[config.mk]
export PLATFORM = sky130hd
export DESIGN_NAME = alien_fleet_controller_flat
export DESIGN_NICKNAME = d
export VERILOG_FILES = /design/src/rtl/chip_invaders_pkg.sv /design/src/rtl/alien_fleet_controller_if.sv /design/src/rtl/fleet_extents.sv /design/src/rtl/alien_fleet_controller.sv /design/src/flat_wrapper.sv
export SDC_FILE = /design/constraint.sdc
export NUM_CORES = 1
export LEC_CHECK = 0
export ABC_AREA = 1
export BUFFER_PORTS_ARGS = -buffer_cell sky130_fd_sc_hd__buf_4
export CAP_MARGIN = 20
export CORE_ASPECT_RATIO = 0.6
export CORE_UTILIZATION = 45
export CTS_BUF_LIST = sky130_fd_sc_hd__clkbuf_8
export CTS_CLUSTER_DIAMETER = 200
export DETAILED_ROUTE_END_ITERATION = 7
export PLACE_DENSITY = 0.66
export SLEW_MARGIN = 30
export SYNTH_ARGS = -nofsm -noshare
export SYNTH_HDL_FRONTEND = slang
export SYNTH_SLANG_ARGS = --single-unit
[constraint.sdc]
create_clock -name clk -period 4.2 [get_ports clk]
set_clock_uncertainty 0.05 [all_clocks]
set_input_delay 0.21 -clock clk [delete_from_list [all_inputs] [get_ports clk]]
set_output_delay 0.21 -clock clk [all_outputs]
set_load 0.05 [all_outputs]
[src/rtl/chip_invaders_pkg.sv]
// Shared types for the alien fleet engine: FSM states, pixel coordinates, pitch helper.
// No logic of its own, so no latency.
// No flow control; types only.
package chip_invaders_pkg;

    typedef enum logic [2:0] {
        IDLE,
        MARCH,
        DROP,
        CLEARED,
        LANDED
    } fleet_state_t;

    typedef logic [15:0] coord_t;

    localparam logic [3:0] LEVEL_MAX = 4'd15;

    // Cell pitches are powers of two, so a pixel offset maps to a cell index by a shift.
    function automatic int pitch_shift(input int pitch);
        return $clog2(pitch);
    endfunction

endpackage

[src/rtl/alien_fleet_controller_if.sv]
// Bundle between the game-state controller / scan generator and the alien fleet engine.
// Wires only, no latency.
// No backpressure: pulses and queries are consumed in the cycle they are presented.
interface alien_fleet_controller_if
    import chip_invaders_pkg::*;
#(
    parameter int NUM_ROWS    = 2,
    parameter int NUM_COLUMNS = 4
);
    logic                                   frame_tick;
    logic                                   level_start;
    coord_t                                 scan_x;
    coord_t                                 scan_y;
    logic                                   hit_valid;
    coord_t                                 hit_x;
    coord_t                                 hit_y;
    logic                                   hit_ack;
    logic [NUM_ROWS-1:0][NUM_COLUMNS-1:0]   alive_matrix;
    logic [NUM_ROWS-1:0][NUM_COLUMNS-1:0]   armed_matrix;
    coord_t                                 fleet_x;
    coord_t                                 fleet_y;
    logic [3:0]                             level;
    logic                                   fleet_cleared;
    logic                                   fleet_landed;
    logic                                   alien_pixel;

    modport master (
        output frame_tick, level_start, scan_x, scan_y, hit_valid, hit_x, hit_y,
        input  hit_ack, alive_matrix, armed_matrix, fleet_x, fleet_y, level,
               fleet_cleared, fleet_landed, alien_pixel
    );

    modport slave (
        input  frame_tick, level_start, scan_x, scan_y, hit_valid, hit_x, hit_y,
        output hit_ack, alive_matrix, armed_matrix, fleet_x, fleet_y, level,
               fleet_cleared, fleet_landed, alien_pixel
    );
endinterface

[src/rtl/fleet_extents.sv]
// Extents of the live formation: leftmost/rightmost live column, lowest live row, live count.
// Purely combinational from the alive matrix.
// No flow control.  alive_count is only built with ALIEN_FLEET_SPEEDUP_EN, else tied to zero.
module fleet_extents
    import chip_invaders_pkg::*;
#(
    parameter int NUM_ROWS    = 2,
    parameter int NUM_COLUMNS = 4
) (
    input  logic [NUM_ROWS-1:0][NUM_COLUMNS-1:0] alive,
    output coord_t                               left_col,
    output coord_t                               right_col,
    output coord_t                               low_row,
    output coord_t                               alive_count
);

    logic [NUM_COLUMNS-1:0] col_live;

    // Scan columns and rows; later matches overwrite earlier ones to pick the extreme index.
    always_comb begin
        col_live  = '0;
        left_col  = '0;
        right_col = '0;
        low_row   = '0;
        for (int r = 0; r < NUM_ROWS; r++) begin
            col_live = col_live | alive[r];
            if (|alive[r]) low_row = coord_t'(r);
        end
        for (int c = NUM_COLUMNS - 1; c >= 0; c--) begin
            if (col_live[c]) left_col = coord_t'(c);
        end
        for (int c = 0; c < NUM_COLUMNS; c++) begin
            if (col_live[c]) right_col = coord_t'(c);
        end
    end

`ifdef ALIEN_FLEET_SPEEDUP_EN
    // Population count feeding the speed-up period.
    always_comb begin
        alive_count = '0;
        for (int r = 0; r < NUM_ROWS; r++) begin
            for (int c = 0; c < NUM_COLUMNS; c++) begin
                alive_count = alive_count + coord_t'(alive[r][c]);
            end
        end
    end
`else
    assign alive_count = '0;
`endif

endmodule

[src/rtl/alien_fleet_controller.sv]
// Marching alien formation: edge reversal, drops, bullet hits, cleared/landed status, scan render.
// hit_ack, alive bit update and alien_pixel are one cycle after their inputs; status flags lag state by one.
// No backpressure; optional ALIEN_FLEET_SPEEDUP_EN shortens the step period as aliens die and levels rise.
module alien_fleet_controller
    import chip_invaders_pkg::*;
#(
    parameter int NUM_ROWS        = 2,
    parameter int NUM_COLUMNS     = 4,
    parameter int ALIEN_SPACING_X = 64,
    parameter int ALIEN_SPACING_Y = 32,
    parameter int ALIEN_WIDTH     = 32,
    parameter int ALIEN_HEIGHT    = 16,
    parameter int START_X         = 100,
    parameter int START_Y         = 50,
    parameter int SCREEN_LEFT     = 16,
    parameter int SCREEN_RIGHT    = 624,
    parameter int LANDING_Y       = 400,
    parameter int STEP_X          = 4,
    parameter int STEP_Y          = 8,
    parameter int BASE_PERIOD     = 30,
    parameter int MIN_PERIOD      = 2
) (
    input  logic                     clk,
    input  logic                     rst,
    alien_fleet_controller_if.slave  bus
);

    localparam int SHIFT_X = pitch_shift(ALIEN_SPACING_X);
    localparam int SHIFT_Y = pitch_shift(ALIEN_SPACING_Y);

    typedef logic [NUM_ROWS-1:0][NUM_COLUMNS-1:0] grid_t;

    fleet_state_t state, state_next;
    grid_t        alive, armed, kill;
    coord_t       fleet_x, fleet_y, step_cnt, period_last;
    coord_t       left_col, right_col, low_row, alive_count;
    logic         dir_right, hit_ack, cleared, landed, pixel, below;
    logic [3:0]   level;
    logic         tick, step_due, edge_block, all_dead, reached_land;
    logic         reload, accept, move, drop, count_clr, count_inc;
    logic [16:0]  right_next, left_edge, bottom_edge;

    // One-hot mask of the cell whose drawn box contains the point (empty if none).
    function automatic grid_t cell_mask(input coord_t px, input coord_t py,
                                        input coord_t ox, input coord_t oy);
        coord_t rx, ry, col, row;
        grid_t  m;
        rx  = px - ox;
        ry  = py - oy;
        col = rx >> SHIFT_X;
        row = ry >> SHIFT_Y;
        m   = '0;
        if (px >= ox && py >= oy &&
            (rx & coord_t'(ALIEN_SPACING_X - 1)) < coord_t'(ALIEN_WIDTH) &&
            (ry & coord_t'(ALIEN_SPACING_Y - 1)) < coord_t'(ALIEN_HEIGHT)) begin
            for (int r = 0; r < NUM_ROWS; r++) begin
                for (int c = 0; c < NUM_COLUMNS; c++) begin
                    if (row == coord_t'(r) && col == coord_t'(c)) m[r][c] = 1'b1;
                end
            end
        end
        return m;
    endfunction

    fleet_extents #(
        .NUM_ROWS    (NUM_ROWS),
        .NUM_COLUMNS (NUM_COLUMNS)
    ) u_extents (
        .alive       (alive),
        .left_col    (left_col),
        .right_col   (right_col),
        .low_row     (low_row),
        .alive_count (alive_count)
    );

`ifdef ALIEN_FLEET_SPEEDUP_EN
    int period;
    // Period shrinks with the surviving fraction and the level, floored at MIN_PERIOD.
    always_comb begin
        period = BASE_PERIOD * int'(alive_count) / (NUM_ROWS * NUM_COLUMNS) - int'(level);
        if (period < MIN_PERIOD) period = MIN_PERIOD;
        period_last = coord_t'(period - 1);
    end
`else
    coord_t unused_alive_count;
    assign unused_alive_count = alive_count;
    assign period_last        = coord_t'(BASE_PERIOD - 1);
`endif

    // Edge and landing tests in 17 bits so large offsets cannot wrap past the limits.
    always_comb begin
        right_next   = 17'(fleet_x) + (17'(right_col) << SHIFT_X) + 17'(ALIEN_WIDTH - 1 + STEP_X);
        left_edge    = 17'(fleet_x) + (17'(left_col) << SHIFT_X);
        bottom_edge  = 17'(fleet_y) + (17'(low_row) << SHIFT_Y) + 17'(ALIEN_HEIGHT - 1);
        reached_land = bottom_edge >= 17'(LANDING_Y);
        edge_block   = dir_right ? (right_next > 17'(SCREEN_RIGHT))
                                 : (left_edge < 17'(SCREEN_LEFT + STEP_X));
        all_dead     = (alive == '0);
        tick         = bus.frame_tick & ~bus.level_start;
        step_due     = tick && (step_cnt >= period_last);
    end

    // State register.
    always_ff @(posedge clk or posedge rst) begin
        if (rst) state <= IDLE;
        else     state <= state_next;
    end

    // Next-state: cleared beats landed, landed beats a step.
    always_comb begin
        state_next = state;
        case (state)
            IDLE, CLEARED, LANDED: if (bus.level_start) state_next = MARCH;
            MARCH: begin
                if (all_dead)                     state_next = CLEARED;
                else if (reached_land)            state_next = LANDED;
                else if (step_due && edge_block)  state_next = DROP;
            end
            DROP:    state_next = MARCH;
            default: state_next = IDLE;
        endcase
    end

    // FSM outputs: datapath controls for the current state.
    always_comb begin
        reload    = 1'b0;
        accept    = 1'b0;
        move      = 1'b0;
        drop      = 1'b0;
        count_clr = 1'b0;
        count_inc = 1'b0;
        case (state)
            IDLE, CLEARED, LANDED: reload = bus.level_start;
            MARCH: begin
                accept = 1'b1;
                if (!all_dead && !reached_land) begin
                    if (step_due) begin
                        count_clr = 1'b1;
                        move      = !edge_block;
                    end else begin
                        count_inc = tick;
                    end
                end
            end
            DROP: begin
                accept = 1'b1;
                drop   = 1'b1;
            end
            default: ;
        endcase
    end

    // Hit resolution against the pre-move origin.
    always_comb begin
        kill = '0;
        if (accept && bus.hit_valid) kill = cell_mask(bus.hit_x, bus.hit_y, fleet_x, fleet_y) & alive;
    end

    // A column's armed alien is its lowest live one.
    always_comb begin
        armed = '0;
        below = 1'b0;
        for (int c = 0; c < NUM_COLUMNS; c++) begin
            below = 1'b0;
            for (int r = NUM_ROWS - 1; r >= 0; r--) begin
                armed[r][c] = alive[r][c] & ~below;
                below       = below | alive[r][c];
            end
        end
    end

    // Fleet datapath, level counter and registered status outputs.
    always_ff @(posedge clk or posedge rst) begin
        if (rst) begin
            alive     <= '1;
            fleet_x   <= coord_t'(START_X);
            fleet_y   <= coord_t'(START_Y);
            step_cnt  <= '0;
            dir_right <= 1'b1;
            level     <= '0;
            hit_ack   <= 1'b0;
            cleared   <= 1'b0;
            landed    <= 1'b0;
            pixel     <= 1'b0;
        end else begin
            hit_ack <= |kill;
            pixel   <= |(cell_mask(bus.scan_x, bus.scan_y, fleet_x, fleet_y) & alive);
            cleared <= (state == CLEARED) && !bus.level_start;
            landed  <= (state == LANDED) && !bus.level_start;
            if (reload) begin
                alive     <= '1;
                fleet_x   <= coord_t'(START_X);
                fleet_y   <= coord_t'(START_Y);
                step_cnt  <= '0;
                dir_right <= 1'b1;
                level     <= (level == LEVEL_MAX) ? LEVEL_MAX : level + 4'd1;
            end else begin
                alive <= alive & ~kill;
                if (count_clr)      step_cnt <= '0;
                else if (count_inc) step_cnt <= step_cnt + 16'd1;
                if (move) fleet_x <= dir_right ? fleet_x + coord_t'(STEP_X) : fleet_x - coord_t'(STEP_X);
                if (drop) begin
                    fleet_y   <= fleet_y + coord_t'(STEP_Y);
                    dir_right <= ~dir_right;
                end
            end
        end
    end

    assign bus.alive_matrix  = alive;
    assign bus.armed_matrix  = armed;
    assign bus.fleet_x       = fleet_x;
    assign bus.fleet_y       = fleet_y;
    assign bus.level         = level;
    assign bus.hit_ack       = hit_ack;
    assign bus.fleet_cleared = cleared;
    assign bus.fleet_landed  = landed;
    assign bus.alien_pixel   = pixel;

endmodule

[src/flat_wrapper.sv]
// flat-port wrapper written by rule: the top's interface ports become plain ports
module alien_fleet_controller_flat import chip_invaders_pkg::*;
#(
    parameter int NUM_ROWS        = 2,
    parameter int NUM_COLUMNS     = 4,
    parameter int ALIEN_SPACING_X = 64,
    parameter int ALIEN_SPACING_Y = 32,
    parameter int ALIEN_WIDTH     = 32,
    parameter int ALIEN_HEIGHT    = 16,
    parameter int START_X         = 100,
    parameter int START_Y         = 50,
    parameter int SCREEN_LEFT     = 16,
    parameter int SCREEN_RIGHT    = 624,
    parameter int LANDING_Y       = 400,
    parameter int STEP_X          = 4,
    parameter int STEP_Y          = 8,
    parameter int BASE_PERIOD     = 30,
    parameter int MIN_PERIOD      = 2
)
  (clk, rst, bus_frame_tick, bus_level_start, bus_scan_x, bus_scan_y, bus_hit_valid, bus_hit_x, bus_hit_y, bus_hit_ack, bus_alive_matrix, bus_armed_matrix, bus_fleet_x, bus_fleet_y, bus_level, bus_fleet_cleared, bus_fleet_landed, bus_alien_pixel);
  alien_fleet_controller_if #(.NUM_ROWS(NUM_ROWS), .NUM_COLUMNS(NUM_COLUMNS)) bus_i ();
  input  logic clk;
  input  logic rst;
  input wire logic [$bits(bus_i.frame_tick)-1:0] bus_frame_tick;
  input wire logic [$bits(bus_i.level_start)-1:0] bus_level_start;
  input wire logic [$bits(bus_i.scan_x)-1:0] bus_scan_x;
  input wire logic [$bits(bus_i.scan_y)-1:0] bus_scan_y;
  input wire logic [$bits(bus_i.hit_valid)-1:0] bus_hit_valid;
  input wire logic [$bits(bus_i.hit_x)-1:0] bus_hit_x;
  input wire logic [$bits(bus_i.hit_y)-1:0] bus_hit_y;
  output wire logic [$bits(bus_i.hit_ack)-1:0] bus_hit_ack;
  output wire logic [$bits(bus_i.alive_matrix)-1:0] bus_alive_matrix;
  output wire logic [$bits(bus_i.armed_matrix)-1:0] bus_armed_matrix;
  output wire logic [$bits(bus_i.fleet_x)-1:0] bus_fleet_x;
  output wire logic [$bits(bus_i.fleet_y)-1:0] bus_fleet_y;
  output wire logic [$bits(bus_i.level)-1:0] bus_level;
  output wire logic [$bits(bus_i.fleet_cleared)-1:0] bus_fleet_cleared;
  output wire logic [$bits(bus_i.fleet_landed)-1:0] bus_fleet_landed;
  output wire logic [$bits(bus_i.alien_pixel)-1:0] bus_alien_pixel;
  assign bus_i.frame_tick = bus_frame_tick;
  assign bus_i.level_start = bus_level_start;
  assign bus_i.scan_x = bus_scan_x;
  assign bus_i.scan_y = bus_scan_y;
  assign bus_i.hit_valid = bus_hit_valid;
  assign bus_i.hit_x = bus_hit_x;
  assign bus_i.hit_y = bus_hit_y;
  assign bus_hit_ack = bus_i.hit_ack;
  assign bus_alive_matrix = bus_i.alive_matrix;
  assign bus_armed_matrix = bus_i.armed_matrix;
  assign bus_fleet_x = bus_i.fleet_x;
  assign bus_fleet_y = bus_i.fleet_y;
  assign bus_level = bus_i.level;
  assign bus_fleet_cleared = bus_i.fleet_cleared;
  assign bus_fleet_landed = bus_i.fleet_landed;
  assign bus_alien_pixel = bus_i.alien_pixel;
  alien_fleet_controller #(.NUM_ROWS(NUM_ROWS), .NUM_COLUMNS(NUM_COLUMNS), .ALIEN_SPACING_X(ALIEN_SPACING_X), .ALIEN_SPACING_Y(ALIEN_SPACING_Y), .ALIEN_WIDTH(ALIEN_WIDTH), .ALIEN_HEIGHT(ALIEN_HEIGHT), .START_X(START_X), .START_Y(START_Y), .SCREEN_LEFT(SCREEN_LEFT), .SCREEN_RIGHT(SCREEN_RIGHT), .LANDING_Y(LANDING_Y), .STEP_X(STEP_X), .STEP_Y(STEP_Y), .BASE_PERIOD(BASE_PERIOD), .MIN_PERIOD(MIN_PERIOD)) u_core (.clk(clk), .rst(rst), .bus(bus_i));
endmodule
-- Yosys cells after proc, flatten, opt, wreduce, memory -nomap -nowiden
Cells that the tools add are included.
- logic and storage cells: 174
- register bits: 68
- output and inout port bits: 56
- bits of input ports: 69
- mux-type cells: 58
- order comparisons: 12
- $add $sub $neg: 14
- reductions and logical operators: 47
- equality and inequality tests: 15
- bitwise gates (word level): 16
- operators with widths (operator ; count):
    16-bit 2-to-1 mux ; 8
    16-bit >= comparator ; 4
    16-bit logical NOT ; 4
    16-bit subtractor ; 4
    11-bit 2-to-1 mux ; 5
    16-bit by 17-bit adder with 17-bit output ; 3
    10-bit by 2-bit == test with 1-bit output (second input constant) ; 4
    8-bit 2-to-1 mux ; 5
    1-bit 2-to-1 mux ; 33
    1-bit logical AND ; 28
    8-bit bitwise AND ; 3
    11-bit by 1-bit == test with 1-bit output (second input constant) ; 2
    10-bit by 1-bit == test with 1-bit output (second input constant) ; 2
    17-bit by 4-bit adder with 17-bit output (second input constant) ; 1
    17-bit by 6-bit adder with 17-bit output (second input constant) ; 1
    17-bit by 9-bit >= comparator with 1-bit output (second input constant) ; 1
    17-bit by 10-bit > comparator with 1-bit output (second input constant) ; 1
    17-bit by 5-bit < comparator with 1-bit output (second input constant) ; 1
    16-bit by 1-bit adder with 16-bit output (second input constant) ; 1
    16-bit by 3-bit adder with 16-bit output (second input constant) ; 1
    16-bit by 4-bit adder with 16-bit output (second input constant) ; 1
    16-bit by 5-bit >= comparator with 1-bit output (second input constant) ; 1
    8-bit OR reduction ; 2
    16-bit by 3-bit subtractor with 16-bit output (second input constant) ; 1
    26 further kinds ; 45

-- Longest topological paths before layout
- word-level depth: 14
- gate-level depth with buffers: 21
- gate-level depth less buffers: 21

-- Hierarchy
A second synthesis with hierarchy kept.
- cells, all modules: 1621
- area total of the unflattened synthesis: 9590.4 um^2
- modules (own cells, without submodules) (module ; area an instance (um^2) ; cells each ; sequential area each (um^2) ; instances):
    alien_fleet_controller ; 9068.7 ; 1544 ; 1620.3 ; 1
    fleet_extents ; 521.8 ; 77 ; 0.0 ; 1

-- Least setup slack after synthesis
OpenSTA, ideal clock, no wires.
- path kind: register to register
- start point: register u_core.alive, in the netlist u_core.bus.alive_matrix[7]
- end point: register u_core.fleet_x[14], in the netlist u_core.bus.fleet_x[14]
- setup time: 0.120 ns
- buffers on the path: 1
- path slack: 1.156 ns
- arrival: 2.874 ns
- required time: 4.030 ns
- stages on the path, launching flop included: 20
- clock period less this slack: 3.044 ns
- path through: dfstp_2 > nor2_1 > inv_1 > nand2_1 > a21boi_0 > ha_1 > inv_1 > fa_1 > inv_1 > nand4_1 > xor2_1 > nand3_1 > nor2_1 > nand4_1 > nand2_1 > nor2_4 > nor2_4 > buf_6 > nand2_1 > nand2_1
- word-level cells in the longest chain between the ends: 13
- elaborated cells between the ends (all ways): 26
- those cells by class: add/sub: 5; order compare: 3; mux: 10; bitwise: 1; reduce/logical: 7
- ends and longest elaborated chain (element ; line ; RTL):
    start, declared ; alien_fleet_controller.sv:34 ; grid_t alive, armed, kill;
    start signal, assigned ; alien_fleet_controller.sv:198 ; alive <= alive & ~kill;
    parallel branches: the longest is 10 deep, another holds 16-bit by 17-bit adder with 17-bit output ; - ;
    1-bit 2-to-1 mux (*) ; alien_fleet_controller.sv:136 ; if (!all_dead && !reached_land) begin
    1-bit 2-to-1 mux (*) ; alien_fleet_controller.sv:132 ; case (state)
    2-bit nonzero test (no source line) (*) ; - ;
    end signal, assigned ; alien_fleet_controller.sv:176 ; fleet_x <= coord_t'(START_X);
    end signal, assigned ; alien_fleet_controller.sv:192 ; fleet_x <= coord_t'(START_X);
    end signal, assigned ; alien_fleet_controller.sv:201 ; if (move) fleet_x <= dir_right ? fleet_x + coord_t'(STEP_X) : fleet_x - coord_t'(STEP_X);
    end, declared ; alien_fleet_controller.sv:35 ; coord_t fleet_x, fleet_y, step_cnt, period_last;
Mark *: on every way between the ends.
A chain may end at the register's enable or synchronous reset.

-- Worst setup path in the final report
- start point: register u_core.alive, in the netlist u_core.bus.alive_matrix[7]
- end point: register u_core.fleet_x[8], in the netlist u_core.bus.fleet_x[8]
The elaborated chain is that of the path after synthesis.

==> results.cfg <==
[grt]
grt_use_total_pct = 26.6
grt_overflow = 0
antenna_found_initial = 0
grt_pass1_vias = 7610
grt_pass1_wl_um = 38600
grt_max_degree = 36

[outcome]
outcome = completed

[die]
fp-row-count = 37
die_w_um = 174
io_pins = 125
initial_utilization_pct = 46.4
die-area_um2 = 18400
coreArea_um2 = 17300
fp.dieH_um = 105

[worst_setup_path]
end_kind = flop
cp_max_fo = 15
required_ns = 4.39
crit_type = flop to flop
cp.arrival_ns = 3.70
start_kind = flop

[sta]
slew_headroom_pct = 48.7
min_period_ns = 3.50
max_clock_freq_mhz = 285
rsz0062_at_grt = false
final.setup.tns_ns = 0
finalHoldViolCount = 0
fin_crit_sh_pct = 83.4
worst_pin_slew_ns = 0.768
setup_viol = 0
slew_viol_final = 0
holdWs_ns = 0.335
worst_slack_ns = 0.696

[logic_synthesis]
ys_seq_area_share_pct = 20.2
netlist_instances = 1311
synthArstFlopShare_pct = 100
ys_ff_latch = 64
yosys-top-cells-area = nand2_1 18%, dfrtp_1 15%, ha_1 12%, inv_1 9.3%, nor2_1 6.7%
avgSynthCellArea_um2 = 6.11
synth_ff_type = dfrtp_1
netlist.area_leader.share_pct = 17.9
ys_types = 48
synth_edf_count = 0
yosys.area.top_type = nand2_1
ys_warn_count = 0
syn-cell-area_um2 = 8020

[job]
max_cap_violations = 0

[placement]
port_buffers = 115
gp_congestion = 0.961
hpwl_um = 20400
pre_cts_slack_ns = 0.730
dp_cells = 1649

[detailed_routing]
wire_per_inst_um = 14.5
drt-initial-drc-count = 821
vias = 8719
wl_um = 24200
firstDrtPassIters = 6
drcViolationCount = 0
vias_per_cell = 5.23
ant_nets = 0

[finish]
final_nets = 1579
fin_cells = 1667
syn_to_final_growth_pct = 16.2
num_antenna_cells = 0
regArea_um2 = 1620
multi_input_area_um2 = 5530
fill_cells = 1813
drive_above_1_share_pct = 12.6

[pwr]
power_density_nw_per_um2 = 379
irDropWorstVdd_uv = 406
leakage_uw = 0.00506

[cts]
clock_latency_ns = 0.35
path_clk_slew_ns = 0.08
numCtsBuffers = 9
ctsRootBufferMaster = clkbuf_8
htree_num_levels = 3
post_cts_resized = 0
cts.path.max_buffers = 2
clock_sinks = 64
cts_tree = done

[min_path]
min_path_type = input pin to flop
Yosys cell counts, types with 2 or more instances:
master and count:
nand2_1 383, inv_1 198, nor2_1 142, nand3_1 100, ha_1 80, a21oi_1 75
o21ai_0 57, dfrtp_1 49, nand4_1 44, xor2_1 27, nor3_1 24, dfstp_2 15
xnor2_1 13, buf_4 9, nand2_2 9, nand3b_1 7, nor4_1 7, o21bai_1 6
a21o_1 5, nor2_2 5, o211ai_1 5, or2_2 5, and2_1 4, clkbuf_1 4
a31oi_1 3, inv_2 3, nor2_4 3, a211oi_1 2, a21boi_0 2, and3_1 2
buf_2 2, buf_6 2, fa_1 2, o21a_1 2, o21ai_1 2
cell families (layout without fill, tap and decap cells):
kind of cell | after synthesis | count (layout) | synth area share, %
and+or+nand+nor | 739 | 739 | 40.1
buffers and inverters | 219 | 338 | 10.9
AOI/OAI and AO/OA | 166 | 166 | 11.4
adders and majority gates | 82 | 82 | 13.0
DFF | 64 | 64 | 20.2
xor gates and xnor gates | 40 | 40 | 4.37
other | 1 | 4 | 0.0468
sequential cells by signal, indices dropped and copies added, names as in the netlist, 3 cells and up:
signal,cells
u_core.bus.level,4
u_core.state,3
u_core.bus.fleet_y,14
u_core.bus.fleet_x,14
u_core.step_cnt,16
u_core.bus.alive_matrix,8
power by group:
| group | total, uW | internal, uW | switching (uW) |
|---|---|---|---|
| Clock | 557 | 292 | 265 |
| Combinational | 2160 | 729 | 1430 |
| Sequential | 813 | 709 | 105 |
cell usage in the layout, fill, tap and decap left out, types with 6 or more instances in the layout:
| cell | Yosys | final |
|---|---|---|
| nand4_1 | 44 | 44 |
| nor3_1 | 24 | 24 |
| nand3_1 | 100 | 100 |
| nand3b_1 | 7 | 7 |
| nor2_1 | 142 | 142 |
| buf_4 | 9 | 118 |
| inv_1 | 198 | 197 |
| o21bai_1 | 6 | 6 |
| nand2_2 | 9 | 9 |
| xnor2_1 | 13 | 13 |
| dfstp_2 | 15 | 15 |
| a21oi_1 | 75 | 75 |
| ha_1 | 80 | 80 |
| clkbuf_8 | 0 | 10 |
| o21ai_0 | 57 | 57 |
| dfrtp_1 | 49 | 49 |
| nor4_1 | 7 | 7 |
| xor2_1 | 27 | 27 |
| nand2_1 | 383 | 383 |
metal layers:
layer | track usage (%) | wire (um)
met1 | 43.0 | 13100
met2 | 34.1 | 8610
met3 | 7.47 | 2250
met4 | 3.63 | 189
met5 | 0 | 0
through the flow:
step | power [uW] | utilization (%) | cell area [um^2]
floorplan | 2410 | - | 8030
global placement | 2930 | 52.6 | 9090
detailed placement | 2950 | 52.6 | 9090
CTS | 3520 | 53.9 | 9320
global route | 3850 | 53.9 | 9320
finish | 3530 | 53.9 | 9320
path summary, 6_finish.rpt:
kind                                       startpoint                    end  slack [ns]  cells after the start
min reg2reg                       u_core.step_cnt[15]    u_core.step_cnt[15]        0.45                      2
min                                    bus_frame_tick     u_core.step_cnt[4]        0.33                      7
min in group asynchronous                         rst    u_core.bus.level[3]        0.51                      3
max reg2reg                u_core.bus.alive_matrix[7]  u_core.bus.fleet_x[8]        0.70                     18
max                        u_core.bus.alive_matrix[7]  u_core.bus.fleet_x[8]        0.70                     18
max in group asynchronous                         rst  u_core.bus.fleet_y[1]        2.66                      4
final cells by class:
class | instances | area share (%)
inverters | 202 | 8.14
well taps | 234 | 3.14
flip-flops and latches | 64 | 17.4
clock inverters | 6 | 0.725
repair buffers | 120 | 9.72
clock buffers | 10 | 1.48
multi-input cells | 1031 | 59.4
critical path, cell delays in order (launching register included):
cell and delay, ns:
dfstp_2 0.66, nor2_1 0.11, inv_1 0.08, nand2_1 0.05, a21boi_0 0.20, ha_1 0.23, inv_1 0.07, fa_1 0.44
inv_1 0.13, nand4_1 0.12, xor2_1 0.17, nand3_1 0.08, nor2_1 0.04, nand4_1 0.08, nand2_1 0.20, nor2_4 0.39
nor2_4 0.14, nand2_1 0.11, nand2_1 0.05
what timing repair did:
| item | CTS | global route |
|---|---|---|
| buffers inserted | 0 | 0 |
| hold buffers | 2 | 0 |
| hold endpoints to repair | 35 | 0 |
Note: power is estimated with default switching activity, not from simulation.
